[config.mk]
export PLATFORM = sky130hd
export DESIGN_NAME = multicycle_ctrl
export DESIGN_NICKNAME = d
export VERILOG_FILES = /design/src/rtl/multicycle_ctrl.sv
export SDC_FILE = /design/constraint.sdc
export NUM_CORES = 1
export LEC_CHECK = 0
export BUFFER_PORTS_ARGS = -buffer_cell sky130_fd_sc_hd__buf_2
export CAP_MARGIN = 25
export CORE_UTILIZATION = 35
export CTS_CLUSTER_SIZE = 28
export DETAILED_ROUTE_END_ITERATION = 6
export GPL_ROUTABILITY_DRIVEN = 0
export PLACE_DENSITY_LB_ADDON = 0.2
export SYNTH_ARGS = -nofsm -noshare
export SYNTH_HDL_FRONTEND = slang
export SYNTH_SLANG_ARGS = --single-unit
[constraint.sdc]
create_clock -name clk -period 4.9 [get_ports clk]
set_input_delay 0.98 -clock clk [delete_from_list [all_inputs] [get_ports clk]]
set_output_delay 0.98 -clock clk [all_outputs]
set_load 0.1 [all_outputs]
[src/rtl/multicycle_ctrl.sv]
// Moore control FSM for the multi-cycle MIPS datapath: sequences fetch, decode,
// execute, memory and write-back around the IR/DR/A/B/ALUOut latches.
module multicycle_ctrl #(
    parameter int unsigned PC_INC = 4
) (
    input  logic       clk,
    input  logic       rst,
    input  logic [5:0] op,
    input  logic [5:0] funct,
    input  logic       zero,
    input  logic       mem_rdy,
    output logic       pc_we,
    output logic       ir_we,
    output logic       rf_we,
    output logic       mem_re,
    output logic       mem_we,
    output logic       iord,
    output logic       alusrc_a,
    output logic [1:0] alusrc_b,
    output logic [2:0] alu_op,
    output logic       ext_sel,
    output logic       reg_dst,
    output logic       mem_to_reg,
    output logic [1:0] pc_src,
    output logic       halted,
    output logic       ill_op,
    output logic [3:0] state
);

    localparam logic [3:0] S_INIT  = 4'd0;
    localparam logic [3:0] S_IF    = 4'd1;
    localparam logic [3:0] S_ID    = 4'd2;
    localparam logic [3:0] S_EXE_R = 4'd3;
    localparam logic [3:0] S_EXE_I = 4'd4;
    localparam logic [3:0] S_ADDR  = 4'd5;
    localparam logic [3:0] S_MEMRD = 4'd6;
    localparam logic [3:0] S_MEMWR = 4'd7;
    localparam logic [3:0] S_WB_R  = 4'd8;
    localparam logic [3:0] S_WB_I  = 4'd9;
    localparam logic [3:0] S_WB_LW = 4'd10;
    localparam logic [3:0] S_BR    = 4'd11;
    localparam logic [3:0] S_JMP   = 4'd12;
    localparam logic [3:0] S_HALT  = 4'd13;

    localparam logic [5:0] OP_RTYPE = 6'b000000;
    localparam logic [5:0] OP_ADDI  = 6'b001000;
    localparam logic [5:0] OP_ORI   = 6'b001101;
    localparam logic [5:0] OP_LW    = 6'b100011;
    localparam logic [5:0] OP_SW    = 6'b101011;
    localparam logic [5:0] OP_BEQ   = 6'b000100;
    localparam logic [5:0] OP_BNE   = 6'b000101;
    localparam logic [5:0] OP_J     = 6'b000010;
    localparam logic [5:0] OP_HALT  = 6'b111111;

    localparam logic [2:0] ALU_ADD = 3'b000;
    localparam logic [2:0] ALU_SUB = 3'b001;
    localparam logic [2:0] ALU_AND = 3'b010;
    localparam logic [2:0] ALU_OR  = 3'b011;
    localparam logic [2:0] ALU_SLT = 3'b100;

    // The PC increment is applied by the datapath through alusrc_b=01.
    if (PC_INC == 0) begin : g_bad_pc_inc
        $error("multicycle_ctrl: PC_INC must be nonzero");
    end

    logic [3:0] r_state;
    logic [3:0] w_next;
    logic       r_ill;
    logic       w_ill_next;
    logic       w_funct_ok;
    logic [2:0] w_funct_aop;

    always_comb begin
        w_funct_ok  = 1'b1;
        w_funct_aop = ALU_ADD;
        case (funct)
            6'b100000: w_funct_aop = ALU_ADD;
            6'b100010: w_funct_aop = ALU_SUB;
            6'b100100: w_funct_aop = ALU_AND;
            6'b100101: w_funct_aop = ALU_OR;
            6'b101010: w_funct_aop = ALU_SLT;
            default:   w_funct_ok  = 1'b0;
        endcase
    end

    always_comb begin
        w_next     = r_state;
        w_ill_next = r_ill;
        case (r_state)
            S_INIT:  w_next = S_IF;
            S_IF:    if (mem_rdy) w_next = S_ID;
            S_ID: begin
                case (op)
                    OP_RTYPE: begin
                        if (w_funct_ok) begin
                            w_next = S_EXE_R;
                        end else begin
                            w_next     = S_HALT;
                            w_ill_next = 1'b1;
                        end
                    end
                    OP_ADDI, OP_ORI: w_next = S_EXE_I;
                    OP_LW, OP_SW:    w_next = S_ADDR;
                    OP_BEQ, OP_BNE:  w_next = S_BR;
                    OP_J:            w_next = S_JMP;
                    OP_HALT: begin
                        w_next     = S_HALT;
                        w_ill_next = 1'b0;
                    end
                    default: begin
                        w_next     = S_HALT;
                        w_ill_next = 1'b1;
                    end
                endcase
            end
            S_EXE_R: w_next = S_WB_R;
            S_EXE_I: w_next = S_WB_I;
            S_ADDR:  w_next = (op == OP_LW) ? S_MEMRD : S_MEMWR;
            S_MEMRD: if (mem_rdy) w_next = S_WB_LW;
            S_MEMWR: if (mem_rdy) w_next = S_IF;
            S_WB_R, S_WB_I, S_WB_LW, S_BR, S_JMP: w_next = S_IF;
            S_HALT:  w_next = S_HALT;
            default: w_next = S_INIT;
        endcase
    end

    always_ff @(posedge clk or negedge rst) begin
        if (!rst) begin
            r_state <= S_INIT;
            r_ill   <= 1'b0;
        end else begin
            r_state <= w_next;
            r_ill   <= w_ill_next;
        end
    end

    // Outputs depend on state only, except the fetch/branch write-enables,
    // which are gated so nothing is written while memory is stalling.
    always_comb begin
        pc_we      = 1'b0;
        ir_we      = 1'b0;
        rf_we      = 1'b0;
        mem_re     = 1'b0;
        mem_we     = 1'b0;
        iord       = 1'b0;
        alusrc_a   = 1'b0;
        alusrc_b   = 2'b00;
        alu_op     = ALU_ADD;
        ext_sel    = 1'b0;
        reg_dst    = 1'b0;
        mem_to_reg = 1'b0;
        pc_src     = 2'b00;
        halted     = 1'b0;
        ill_op     = 1'b0;
        state      = r_state;
        case (r_state)
            S_IF: begin
                mem_re   = 1'b1;
                alusrc_b = 2'b01;
                ir_we    = mem_rdy;
                pc_we    = mem_rdy;
            end
            S_ID: begin
                alusrc_b = 2'b11;
                ext_sel  = 1'b1;
            end
            S_EXE_R: begin
                alusrc_a = 1'b1;
                alu_op   = w_funct_aop;
            end
            S_EXE_I: begin
                alusrc_a = 1'b1;
                alusrc_b = 2'b10;
                if (op == OP_ORI) begin
                    alu_op = ALU_OR;
                end else begin
                    ext_sel = 1'b1;
                end
            end
            S_ADDR: begin
                alusrc_a = 1'b1;
                alusrc_b = 2'b10;
                ext_sel  = 1'b1;
            end
            S_MEMRD: begin
                mem_re = 1'b1;
                iord   = 1'b1;
            end
            S_MEMWR: begin
                mem_we = 1'b1;
                iord   = 1'b1;
            end
            S_WB_R: begin
                rf_we   = 1'b1;
                reg_dst = 1'b1;
            end
            S_WB_I:  rf_we = 1'b1;
            S_WB_LW: begin
                rf_we      = 1'b1;
                mem_to_reg = 1'b1;
            end
            S_BR: begin
                alusrc_a = 1'b1;
                alu_op   = ALU_SUB;
                pc_src   = 2'b01;
                pc_we    = (op == OP_BEQ) ? zero : ~zero;
            end
            S_JMP: begin
                pc_we  = 1'b1;
                pc_src = 2'b10;
            end
            S_HALT: begin
                halted = 1'b1;
                ill_op = r_ill;
            end
            default: ;
        endcase
    end

endmodule

==> After elaboration in Yosys (flattened, before gate mapping) <==
Index checks and enable logic that the tools add are counted.
Widths: inputs -> output; s select.
{ "classes": {"n_eq_ne": 30, "n_mux": 29, "n_bitwise": 2, "n_reduce_logical": 16} }
{ "op_table": {"columns": ["op", "n"], "rows": [
  ["$eq 6x6->1 const B", 8],
  ["$pmux 4 s9", 1],
  ["$eq 4x4->1 const B", 6],
  ["$pmux 4 s5", 1],
  ["$eq 4x3->1 const B", 4],
  ["$mux 4", 4],
  ["$mux 1", 15],
  ["$reduce_or 2->1", 7],
  ["$eq 6x3->1 const B", 2],
  ["$eq 6x4->1 const B", 2],
  ["$pmux 3 s4", 1],
  ["$pmux 3 s3", 1],
  ["$eq 4x2->1 const B", 2],
  ["$ne 2x2->1 const B", 4],
  ["$reduce_or 7->1", 1],
  ["$eq 6x2->1 const B", 1],
  ["$logic_not 6->1", 1],
  ["$pmux 1 s3", 2],
  ["$pmux 2 s3", 1],
  ["$reduce_and 3->1", 2],
  ["$reduce_or 6->1", 1],
  ["$reduce_or 5->1", 1],
  ["$eq 4x1->1 const B", 1],
  ["$logic_not 4->1", 1],
  ["6 further kinds", 7]
]} }
{ "totals": {"regBits": 5, "input_bits": 16, "out_inout_bits": 23, "word_cells": 79} }

==> Longest topological paths before layout <==
Gate-level depths: netlist (run 1).
{ "depth": {"word_depth": 6, "mapped_depth": 6, "depth_no_buf": 5} }

==> Least setup slack after synthesis (run 1) <==
Ideal clock, no wire load.
{ "synth_path": {"kind": "flip-flop to output port", "start": "register r_state[2], in the netlist state[2]", "end": "output ill_op", "arrival_ns": 5.439, "t_required_ns": 3.920, "setup_slack_ns": -1.519, "path_stages_with_launch": 5, "path_buffers": 1, "path_cell_list": "dfrtp_1 clkbuf_1 clkinv_1 nor4_1 and2_1"} }
{ "synth_between": {"elab_chain_len": 2} }
{ "synth_lines": {"columns": ["item", "line_no", "text"], "rows": [
  ["start, declared", "66", "logic [3:0] r_state;"],
  ["start signal, assigned", "132", "r_state <= w_next;"],
  ["$eq 4x4->1", "156", "case (r_state)"],
  ["$mux 1", "156", null],
  ["end, declared", "26", "output logic ill_op,"]
]} }
Every way passes these cells.

==> Final worst setup path (run 1) <==
{ "layout_path": {"start": "input op[1]", "end": "output pc_we"} }
{ "layout_between": {"elab_chain_len": 3} }
{ "layout_lines": {"columns": ["item", "line_no", "text"], "rows": [
  ["start, declared", "8", "input logic [5:0] op,"],
  ["$eq 6x3->1", "206", "pc_we = (op == OP_BEQ) ? zero : ~zero;"],
  ["$mux 1", "206", null],
  ["$pmux 1 s3", "156", null],
  ["end, declared", "12", "output logic pc_we,"]
]} }
Every way passes these cells.

==> run metrics, run 1 <==
post-cts resize count=0; worst slew pin tran=0.544 ns; Mapped Nets=134; Die W=48.9 um; Ant. Diodes=0; Post-CTS Setup Bufs=0; final instance area=987 sq um; Hold Buf Count CTS=0; Buffers on Ports=38; placed cells=173; vias in the first global route=873; routed len/inst=between 10 and 15 um; Max Slew Vio Count=0; DRT iter0 DRCs=25; worst-path maximum fanout=8; grt total ovfl=0; RSZ-0062 raised after global routing=false; CTS tree=done; Global Route Usage Sum=0.194; DP HPWL=1.63 mm; Clock Pin Slew Worst Setup and Hold Paths=0.04 ns; num ports=39; Final min period=3.57 ns; overall routed net length=2.16 mm; Yosys reg bits=5; async set-or-reset flop fraction in the synthesized netlist=1.00; Fmax=280 MHz; synth unique cells=40; Total Nets Final=167; class of the worst hold path=primary input to async pin; clk_lat worst skew=about 0.24 ns; FP Rows=16; required time worst endpoint=3.92 ns; Post-DP Area=961 sq um; register area share after synthesis=0.163; area growth from synthesis to final layout=28.5%; Synth Area per Inst=6.51 sq um; status=finished clean; number of synthesized flops with an enable pin=0; ys flop type=dfrtp_1; WP data arrival=2.59 ns; deepest clock path buffer count=2; layout cells sized above 1=0.300; fin crit share=0.729; slew margin rel.=0.637; H-tree Lvls=1; Hold Fails Final Rpt=0; CTS buffer count=3; Max Cap Viol=0; CP Capture Type=primary output; # setup viols final=0; DIE AREA=0.00239 sq mm; startpoint type of the worst setup path=primary input; TritonRoute pass-1 iters=4; Root Driver=clkbuf_4; vias per inst=5.50; fin cells=between 150 and 200; Yosys warning total=0; Vias=973; Syn Inst Count=118; initial core utilization=0.380; clock sink count=5; Die Ht=between 40 and 50 um; hold slack=0.542 ns; clock skew=0.00377 ns; Final TNS setup=0 ns; largest net degree at the start of global routing=20; antenna violations before repair=0; Residual DRC=0; first-pass GRT wire length=roughly 3.7 mm; antenna-violating nets left=0; Crit Path Class=primary input to primary output; Syn Std Cell Area=768 sq um; CORE AREA=about 0.0020 sq mm
-- worst max-delay path: stages --
cell,delay [ns]
buf_2,0.14
nand2b_1,0.18
nor4b_1,0.40
xor2_1,0.12
o31ai_1,0.21
a21o_1,0.15
buf_2,0.42
-- through the flow --
step,setup WS [ns],utilization
5_1_grt,1.20,0.488
3_5_place_dp,1.33,0.475
3_3_place_gp,1.39,0.475
6_report,1.33,0.488
4_1_cts,1.33,0.488
2_1_floorplan,-0.251,-
-- area by class of cell --
class	count	area, sq um
clock buffer	4	26.3
fill	226	1030
inverter	6	22.5
multi-input combinational	97	589
sequential	5	125
tap	27	33.8
timing repair buffer	38	190
-- synth_stat cells, types with 2 or more instances --
cell type  count  area [sq um]
a21o_1         3          22.5
a21oi_1        6          30.0
a31oi_1        2          12.5
a41oi_1        2          17.5
and3_1         2          12.5
clkbuf_1       9          33.8
dfrtp_1        5           125
inv_1          5          18.8
nand2_1       16          60.1
nand2b_1       3          18.8
nand3_1        8          40.0
nand3b_1       2          15.0
nor2_1        10          37.5
nor2b_1        3          18.8
nor3_1         7          35.0
nor4_1         4          25.0
nor4b_1        3          26.3
o21ai_0        5          25.0
o22ai_1        2          12.5
-- registers in the layout, indices dropped and copies added, names as in the netlist --
signal and flops:
state 4, r_ill 1
-- layout by cell type, fill, tap and decap left out, drive strengths merged, types with 3 or more instances in the layout --
cell / count
o21ai: 5
nand3: 8
clkbuf: 4
nor3: 7
dfrtp: 5
buf: 38
nor2b: 3
a21oi: 6
inv: 5
a21o: 3
nand2: 16
nor4: 4
nand2b: 3
nor4b: 3
nor2: 10
-- final timing paths --
kind	cells after the start	startpoint	slack (ns)	end
worst max-delay path	7	op[1]	1.33	pc_we
max in group asynchronous	1	rst	4.23	r_ill
worst min-delay path	1	rst	0.54	state[3]
min in group clk	2	r_ill	0.56	r_ill
worst max register to register	5	state[1]	3.18	state[0]
worst min register to register	2	r_ill	0.56	r_ill
-- routing by layer --
| metal | up-vias | global-route usage | part of all wire |
|---|---|---|---|
| li1 | 501 | - | - |
| met1 | 443 | 0.267 | 0.49 |
| met2 | 29 | 0.306 | 0.47 |
| met3 | 0 | 0.0467 | 0.039 |
| met4 | 0 | 0.0441 | 0 |
| met5 | - | 0 | 0 |
-- cells by family (layout without fill, tap and decap cells) --
family | Yosys count | count (layout) | synth area share
AND/OR/NAND/NOR | 63 | 63 | 0.425
AO/OA/AOI/OAI | 30 | 30 | 0.269
buffers and inverters | 16 | 48 | 0.0879
flip-flops | 5 | 5 | 0.163
XOR/XNOR | 2 | 2 | 0.0228
multiplexers | 2 | 2 | 0.0326
Power of run 1 is left out: the tool's default activity adds up to more than one toggle a clock period on the data nets, which glitch-free logic cannot reach.
==> inputs of run 2 (changes only) <==
==> constraint.sdc (replaced) <==
create_clock -name clk -period 3.2 [get_ports clk]
set_input_delay 0.64 -clock clk [delete_from_list [all_inputs] [get_ports clk]]
set_output_delay 0.64 -clock clk [all_outputs]
set_load 0.1 [all_outputs]
==> run metrics, run 2 (same netlist as run 1, synthesis figures left out) <==
class of the worst hold path=primary input to async pin (unchanged); Die Ht=48.9 um (unchanged); Global Route Usage Sum=0.198 (was 0.194); Post-CTS Setup Bufs=0 (unchanged); slew margin rel.=0.678 (was 0.637); CP Capture Type=primary output (unchanged); worst slew pin tran=0.486 ns (was 0.544 ns); Final TNS setup=0 ns (unchanged); status=finished clean (unchanged); layout cells sized above 1=0.413 (was 0.300); vias per inst=5.66 (was 5.50); FP Rows=16 (unchanged); Max Cap Viol=0 (unchanged); Buffers on Ports=38 (unchanged); Die W=48.9 um (unchanged); CTS tree=done (unchanged); TritonRoute pass-1 iters=4 (unchanged); fill count=234 (was 226); first-pass GRT wire length=3.77 mm (was 3.75 mm); Total Nets Final=167 (unchanged); DP HPWL=1.67 mm (was 1.63 mm); Fmax=353 MHz; clock skew=0.00325 ns (was 0.00377 ns); post-cts resize count=0 (unchanged); routed length on met2=995 um (was 1.01 mm); # setup viols final=0 (unchanged); initial core utilization=0.380 (unchanged); Hold Buf Count CTS=0 (unchanged); H-tree Lvls=1 (unchanged); Root Driver=clkbuf_4 (unchanged); Clock Pin Slew Worst Setup and Hold Paths=0.04 ns (about the same); most common cell after layout, fill and taps aside=buf_2 (unchanged); Final min period=2.84 ns; Crit Path Class=primary input to primary output (unchanged); worst-path maximum fanout=8 (unchanged); Top Metal Used=met4 (was met3); deepest clock path buffer count=2 (unchanged); CORE AREA=0.00202 sq mm (unchanged); num ports=39 (unchanged); max reg flops=4 (unchanged); fin crit share=0.886; DRT iter0 DRCs=9 (was 25); met3 layer wire length in the routed design=127 um (was 85 um); WP data arrival=2.20 ns (was 2.59 ns); CTS buffer count=3 (unchanged); required time worst endpoint=2.56 ns (was 3.92 ns); Hold Fails Final Rpt=0 (unchanged); Ant. Diodes=0 (unchanged); DIE AREA=0.00239 sq mm (unchanged); clk_lat worst skew=0.24 ns (about the same); Vias=1001 (was 973); routed len/inst=12.3 um (was 12.2 um); most frequent cells in the layout=38 x buf_2, 15 x nand2_1, 9 x nor2_1, 8 x nand3_1 (was 38 x buf_2, 16 x nand2_1, 10 x nor2_1, 8 x nand3_1, 7 x nor3_1); clock sink count=5 (unchanged); grt total ovfl=0 (unchanged); antenna violations before repair=0 (unchanged); antenna-violating nets left=0 (unchanged); vias in the first global route=881 (was 873); startpoint type of the worst setup path=primary input (unchanged); wl on met1=1.04 mm (was 1.06 mm); overall routed net length=2.18 mm (was 2.16 mm); largest net degree at the start of global routing=20 (unchanged); Residual DRC=0 (unchanged); RSZ-0062 raised after global routing=false (unchanged); area growth from synthesis to final layout=39.6% (was 28.5%); Max Slew Vio Count=0 (unchanged)
==> run 2: critical path, stage by stage <==
cell and delay, ns:
buf_2 0.14, nand2b_1 0.18, nor4b_1 0.34, xor2_1 0.11
o31ai_1 0.22, a21o_1 0.14, buf_2 0.41
==> run 2: final timing paths <==
check                          from        to  slack, ns  depth (start not counted)
max                           op[1]     pc_we       0.36                          7
min                             rst  state[3]       0.20                          1
max in group asynchronous       rst  state[0]       2.86                          1
min in group clk              r_ill     r_ill       0.62                          2
min reg2reg                   r_ill     r_ill       0.62                          2
max reg2reg                state[0]  state[3]       1.50                          5
==> run 2: final cells by class <==
type | count | area, sq um | share of cell area
Clock buffer | 4 | 26.3 | 0.0245
Inverter | 6 | 22.5 | 0.0210
Timing Repair Buffer | 38 | 190 | 0.177
Tap cell | 27 | 33.8 | 0.0315
Multi-Input combinational cell | 97 | 667 | 0.622
Sequential cell | 5 | 133 | 0.124
==> run 2: metrics by stage <==
step            util  setup WS [ns]  area (sq um)  hold slack, ns  std cells
3_5_place_dp   0.517          0.363          1050           0.456        173
2_1_floorplan      -         -0.485           867           0.344        118
6_report       0.530          0.365          1070           0.199        177
5_1_grt        0.530          0.275          1070           0.183        177
3_3_place_gp   0.517          0.365          1050           0.452        173
4_1_cts        0.530          0.356          1070           0.194        177
==> run 2: per-layer routing <==
| metal | vias to the layer above | global-route usage |
|---|---|---|
| met5 | - | 0 |
| met3 | 2 | 0.0561 |
| met4 | 0 | 0.0539 |
| met2 | 40 | 0.336 |
| li1 | 503 | - |
| met1 | 456 | 0.243 |
Power of run 2 is left out for the same reason.
